<file path="src/rtl/eth_types_pkg.sv">
// Shared Ethernet receive-path types: RMII receiver state encoding and framing constants.
package eth_types_pkg;

    typedef enum logic [1:0] {
        ST_IDLE,
        ST_PREAMBLE,
        ST_DATA,
        ST_DROP
    } rmii_rx_state_t;

    localparam logic [7:0] SFD_BYTE       = 8'hD5;
    localparam logic [1:0] PREAMBLE_DIBIT = 2'b01;
    localparam logic [1:0] SFD_LAST_DIBIT = 2'b11;
    localparam logic [1:0] BAD_DIBIT      = 2'b10;

endpackage

</file>
<file path="src/rtl/rmii_rx_if.sv">
// RMII receive pins plus the assembled byte stream handed to the frame parser.
interface rmii_rx_if;
    logic       crs_dv;
    logic [1:0] rxd;
    logic [7:0] received_byte;
    logic       byte_valid;
    logic       frame_end;
    logic       frame_err;

    modport master (
        input  crs_dv, rxd,
        output received_byte, byte_valid, frame_end, frame_err
    );

    modport slave (
        output crs_dv, rxd,
        input  received_byte, byte_valid, frame_end, frame_err
    );
endinterface

</file>
<file path="src/rtl/rmii_rx.sv">
// RMII receiver: turns the 2-bit RMII stream into SFD-aligned bytes with frame end/error strobes.
module rmii_rx
    import eth_types_pkg::*;
#(
    parameter int MAX_FRAME_BYTES = 1530
) (
    input  logic      clk,
    input  logic      resetn,
    rmii_rx_if.master bus
);

    localparam logic [10:0] MAX_CNT = 11'(MAX_FRAME_BYTES);

    logic       crs_dv_p1, crs_dv_p2;
    logic [1:0] rxd_p1, rxd_p2;

    rmii_rx_state_t state, state_nxt;
    logic [7:0]  shreg, shreg_nxt;
    logic [7:0]  byte_q, byte_nxt;
    logic [1:0]  dibit_cnt, dibit_cnt_nxt;
    logic [10:0] byte_cnt, byte_cnt_nxt;
    logic        bv_q, bv_nxt;
    logic        fe_q, fe_nxt;
    logic        ferr_q, ferr_nxt;
    logic        live;

    // Stage p1/p2: pin capture plus one cycle of crs_dv lookahead
    always_ff @(posedge clk or negedge resetn) begin
        if (!resetn) begin
            crs_dv_p1 <= 1'b0;
            rxd_p1    <= 2'b00;
            crs_dv_p2 <= 1'b0;
            rxd_p2    <= 2'b00;
        end else begin
            crs_dv_p1 <= bus.crs_dv;
            rxd_p1    <= bus.rxd;
            crs_dv_p2 <= crs_dv_p1;
            rxd_p2    <= rxd_p1;
        end
    end

    // A lone low crs_dv cycle is the PHY toggling at end of frame, not loss of carrier
    assign live = crs_dv_p2 | crs_dv_p1;

    always_comb begin
        state_nxt     = state;
        shreg_nxt     = shreg;
        byte_nxt      = byte_q;
        dibit_cnt_nxt = dibit_cnt;
        byte_cnt_nxt  = byte_cnt;
        bv_nxt        = 1'b0;
        fe_nxt        = 1'b0;
        ferr_nxt      = 1'b0;
        case (state)
            ST_IDLE: begin
                if (live && rxd_p2 == PREAMBLE_DIBIT) state_nxt = ST_PREAMBLE;
            end
            ST_PREAMBLE: begin
                if (!live || rxd_p2 == BAD_DIBIT) begin
                    state_nxt = ST_IDLE;
                end else if (rxd_p2 == SFD_LAST_DIBIT) begin
                    byte_nxt      = SFD_BYTE;
                    bv_nxt        = 1'b1;
                    dibit_cnt_nxt = 2'd0;
                    byte_cnt_nxt  = 11'd0;
                    state_nxt     = ST_DATA;
                end
            end
            ST_DATA: begin
                // Oversize takes priority: the limit byte has already gone out
                if (byte_cnt == MAX_CNT) begin
                    fe_nxt    = 1'b1;
                    ferr_nxt  = 1'b1;
                    state_nxt = ST_DROP;
                end else if (!live) begin
                    fe_nxt    = 1'b1;
                    ferr_nxt  = (dibit_cnt != 2'd0);
                    state_nxt = ST_IDLE;
                end else begin
                    shreg_nxt     = {rxd_p2, shreg[7:2]};
                    dibit_cnt_nxt = dibit_cnt + 2'd1;
                    if (dibit_cnt == 2'd3) begin
                        byte_nxt     = {rxd_p2, shreg[7:2]};
                        bv_nxt       = 1'b1;
                        byte_cnt_nxt = byte_cnt + 11'd1;
                    end
                end
            end
            ST_DROP: begin
                if (!live) state_nxt = ST_IDLE;
            end
            default: state_nxt = ST_IDLE;
        endcase
    end

    always_ff @(posedge clk or negedge resetn) begin
        if (!resetn) begin
            state     <= ST_IDLE;
            shreg     <= 8'h00;
            byte_q    <= 8'h00;
            dibit_cnt <= 2'd0;
            byte_cnt  <= 11'd0;
            bv_q      <= 1'b0;
            fe_q      <= 1'b0;
            ferr_q    <= 1'b0;
        end else begin
            state     <= state_nxt;
            shreg     <= shreg_nxt;
            byte_q    <= byte_nxt;
            dibit_cnt <= dibit_cnt_nxt;
            byte_cnt  <= byte_cnt_nxt;
            bv_q      <= bv_nxt;
            fe_q      <= fe_nxt;
            ferr_q    <= ferr_nxt;
        end
    end

    assign bus.received_byte = byte_q;
    assign bus.byte_valid    = bv_q;
    assign bus.frame_end     = fe_q;
    assign bus.frame_err     = ferr_q;

endmodule

</file>
<file path="src/flat_wrapper.sv">
// flat-port wrapper written by rule: the top's interface ports become plain ports
module rmii_rx_flat import eth_types_pkg::*;
#(
    parameter int MAX_FRAME_BYTES = 1530
)
  (clk, resetn, bus_crs_dv, bus_rxd, bus_received_byte, bus_byte_valid, bus_frame_end, bus_frame_err);
  rmii_rx_if bus_i ();
  input  logic clk;
  input  logic resetn;
  input wire logic [$bits(bus_i.crs_dv)-1:0] bus_crs_dv;
  input wire logic [$bits(bus_i.rxd)-1:0] bus_rxd;
  output wire logic [$bits(bus_i.received_byte)-1:0] bus_received_byte;
  output wire logic [$bits(bus_i.byte_valid)-1:0] bus_byte_valid;
  output wire logic [$bits(bus_i.frame_end)-1:0] bus_frame_end;
  output wire logic [$bits(bus_i.frame_err)-1:0] bus_frame_err;
  assign bus_i.crs_dv = bus_crs_dv;
  assign bus_i.rxd = bus_rxd;
  assign bus_received_byte = bus_i.received_byte;
  assign bus_byte_valid = bus_i.byte_valid;
  assign bus_frame_end = bus_i.frame_end;
  assign bus_frame_err = bus_i.frame_err;
  rmii_rx #(.MAX_FRAME_BYTES(MAX_FRAME_BYTES)) u_core (.clk(clk), .resetn(resetn), .bus(bus_i));
endmodule
</file>
<file path="config.mk">
export PLATFORM = sky130hd
export DESIGN_NAME = rmii_rx_flat
export DESIGN_NICKNAME = d
export VERILOG_FILES = /design/src/rtl/eth_types_pkg.sv /design/src/rtl/rmii_rx_if.sv /design/src/rtl/rmii_rx.sv /design/src/flat_wrapper.sv
export SDC_FILE = /design/constraint.sdc
export NUM_CORES = 1
export LEC_CHECK = 0
export BUFFER_PORTS_ARGS = -buffer_cell sky130_fd_sc_hd__buf_4
export CORE_UTILIZATION = 63
export CTS_CLUSTER_DIAMETER = 100
export DETAILED_ROUTE_END_ITERATION = 8
export PLACE_DENSITY = 0.84
export SYNTH_ARGS = -nofsm -noshare
export SYNTH_HDL_FRONTEND = slang
export SYNTH_SLANG_ARGS = --single-unit
</file>
<file path="constraint.sdc">
create_clock -name clk -period 3.3 [get_ports clk]
set_clock_uncertainty 0.2 [all_clocks]
set_input_delay 0.165 -clock clk [delete_from_list [all_inputs] [get_ports clk]]
set_output_delay 0.165 -clock clk [all_outputs]
set_load 0.01 [all_outputs]
</file>
==> flow_metrics.tcl <==
set metrics [dict create \
    vdd_ir_drop_max_mv 0.697 \
    yosys.area_share.simple_pct 15.9 \
    worstReg2RegStart "u_core.state[0]" \
    ys_async_sr_fraction_pct 100 \
    cts.sinks 38 \
    synth-xor-area-share_pct 0 \
    cts_buffers 5 \
    leakagePower_nw 0.914 \
    drcViolationCount 0 \
    die_area_sq_um 3190 \
    syn_area_sq_um 1870 \
    start_util_pct 67.3 \
    first_global_vias 1379 \
    cts_buffer_depth 2 \
    slowest_stage "dfrtp_1" \
    synth_top_family_by_area "compound AO/OA/AOI/OAI gates" \
    p_sw_uw 466 \
    antenna_cells 0 \
    mostFrequentLayoutCells "38 x dfrtp_1, 18 x nand2_1, 16 x buf_4" \
    yosys.area.top_type "dfrtp_1" \
    required_ns 3.35 \
    numPortBuffers 15 \
    postSynthAreaPerCell_sq_um 11.2 \
    intPower_uw 839 \
    yosysSeqAreaShare_pct 50.8 \
    ant_nets 0 \
    final-max-slew-violation-count 0 \
    powerDensity_nw_per_um2 612 \
    layout_worst_path_cycle_share_pct 65.4 \
    crit_type "flop to flop" \
    rows 19 \
    ys_types 44 \
    htreeDepth 2 \
    grt.overflow.total 0 \
    cts_setup_buffers 0 \
    grt_antenna_before_repair 0 \
    hold_violations 0 \
    start_kind "flop" \
    cp_max_fo 19 \
    final_common_cell "dfrtp_1" \
    drv_cap 0 \
    cts_tree "done" \
    cp_num_buf_inv 2 \
    dp_hpwl_mm 2.61 \
    drt-total-wl_mm 4.03 \
    synth_top_area_share_pct 50.8 \
    critPathCaptureType "flop" \
    drive_gt1_share_pct 20.8 \
    synth_adder_area_share_pct 6.02 \
    grt_pass1_wl_mm 6.25 \
    status "finished clean" \
    ys_ff_latch 38 \
    vias 1453 \
    cp.arrival_ns 2.21 \
    tightest_slew_ns 0.488 \
    avgRoutedWirePerCell_microns 18.1 \
    core-area_sq_um 2780 \
    cp_top_family "compound AO/OA/AOI/OAI gates" \
    syn_to_final_growth_pct 14.0 \
    clock-root-buffer "clkbuf_4" \
    clkPwrFrac_pct 24.8 \
    swShare_pct 35.7 \
    min_period_ns 2.16 \
    rsz0062_at_grt "false" \
    p_comb_share_pct 31.9 \
    clock_latency_ns 0.36 \
    hold_slack_ns 0.0897 \
    nets 205 \
    synthCells 167 \
    max_freq_ghz 0.464 \
    hold_class "input port to asynchronous set/reset pin" \
    synthFlopType "dfrtp_1" \
    slowest_delay_ns 0.42 \
    fillCellCount 187 \
    synth-edff-count 0 \
    chipWidth_microns 56.5 \
    gp_congestion 0.870 \
    setup_viol 0 \
    crit_start "u_core.state[0]" \
    grt_max_degree 39 \
    syn_nets 181 \
    p_seq_share_pct 43.3 \
    path_cells "inv_1, ha_1, buf_4, nand2_1, a21oi_1, and2_1, a2bb2oi_1" \
    dr.pass1.iters 4 \
    timing.setup.tns_ns 0 \
    track_usage_pct 26.7 \
    slew_headroom_pct 67.5 \
    io_pins 16 \
    via_per_inst 6.52 \
    synthMuxAreaShare_pct 3.61 \
    synth_warnings 0 \
    die_h_microns 56.5 \
    synth_compound_area_share_pct 21.1 \
    path_clk_slew_ns 0.11 \
    first_iter_violations 81 \
    ys_top_cells_by_area "dfrtp_1 51%, ha_1 6.0%, nand2_1 3.6%" \
]
==> logic make-up after synthesis <==
kind of cell,count (synthesis)
and+or+nand+nor,54
AOI/OAI and AO/OA,49
DFF,38
buffers and inverters,11
adders and majority gates,9
muxes,6
==> cell usage after synthesis, types with 2 or more instances <==
library cell	count
a31oi_1	4
o2bb2ai_1	2
a21oi_1	4
nand3_1	4
nor2_1	7
o21ai_1	2
o21ai_2	2
o21a_1	2
o21ai_0	7
nand4_1	2
nand2_4	2
o31a_1	2
nor4_1	3
nand2_1	18
dfrtp_1	38
nor3_1	5
a22o_1	4
inv_1	8
ha_1	9
nand4b_1	4
o211ai_1	4
or3_1	2
o22a_1	4
mux2_2	6
a31oi_4	2
o22ai_1	2
==> registers in the layout, indices dropped and copies added (netlist names) <==
register / count
u_core.bus.byte_valid: 1
u_core.bus.frame_end: 1
u_core.bus.frame_err: 1
u_core.bus.received_byte: 8
u_core.byte_cnt: 11
u_core.crs_dv_p1: 1
u_core.crs_dv_p2: 1
u_core.dibit_cnt: 2
u_core.rxd_p1: 2
u_core.rxd_p2: 2
u_core.shreg: 6
u_core.state: 2
==> power by group through the flow <==
stage	Sequential, mW	Combinational, mW	Clock [mW]
after CTS	0.565	0.413	0.324
after detailed placement	0.574	0.407	0
after global routing	0.572	0.453	0.336
after global placement	0.567	0.381	0
final	0.565	0.416	0.324
after floorplan	0.558	0.311	0
==> through the flow <==
stage / instance area [sq um] / std cells / power (mW) / util (%) / worst slack [ns]
detailed placement: 2010 / 211 / 0.981 / 72.4 / 1.22
finish: 2130 / 223 / 1.31 / 76.7 / 1.14
CTS: 2130 / 223 / 1.30 / 76.7 / 1.20
floorplan: 1870 / 167 / 0.869 / - / 1.50
global route: 2130 / 223 / 1.36 / 76.7 / 1.02
global placement: 2010 / 211 / 0.948 / 72.4 / 1.31
==> final cells by class <==
cell class	count	area, sq um	area share (%)
timing repair buffer	20	160	7.51
clock inverter	2	37.5	1.76
sequential	38	951	44.6
inverter	8	30.0	1.41
multi-input combinational	118	873	41.0
tap	31	38.8	1.82
clock buffer	6	41.3	1.94
==> repair_timing <==
item / 4_1_cts / 5_1_grt
endpoints found under the hold margin: 41 / 0
gates resized for setup: 0 / 0
hold buffers: 4 / 0
==> routing by layer <==
| layer | vias up | GRT usage, % | wire (microns) |
|---|---|---|---|
| met4 | 0 | 13.6 | 114 |
| met3 | 11 | 7.37 | 249 |
| met1 | 700 | 32.8 | 1690 |
| met2 | 68 | 42.9 | 1970 |
| li1 | 674 | - | - |
| met5 | - | 0 | 0 |
==> path summary, 6_finish.rpt <==
kind | endpoint | slack, ns | cells past startpoint
setup / recovery | u_core.bus.received_byte[6] | 1.14 | 7
hold / removal | u_core.byte_cnt[2] | 0.09 | 2
setup reg to reg | u_core.bus.received_byte[6] | 1.14 | 7
min in group clk | u_core.rxd_p2[1] | 0.16 | 0
hold reg to reg | u_core.rxd_p2[1] | 0.16 | 0
max in group asynchronous | u_core.byte_cnt[3] | 2.49 | 2
(Power assumes the default switching activity.)
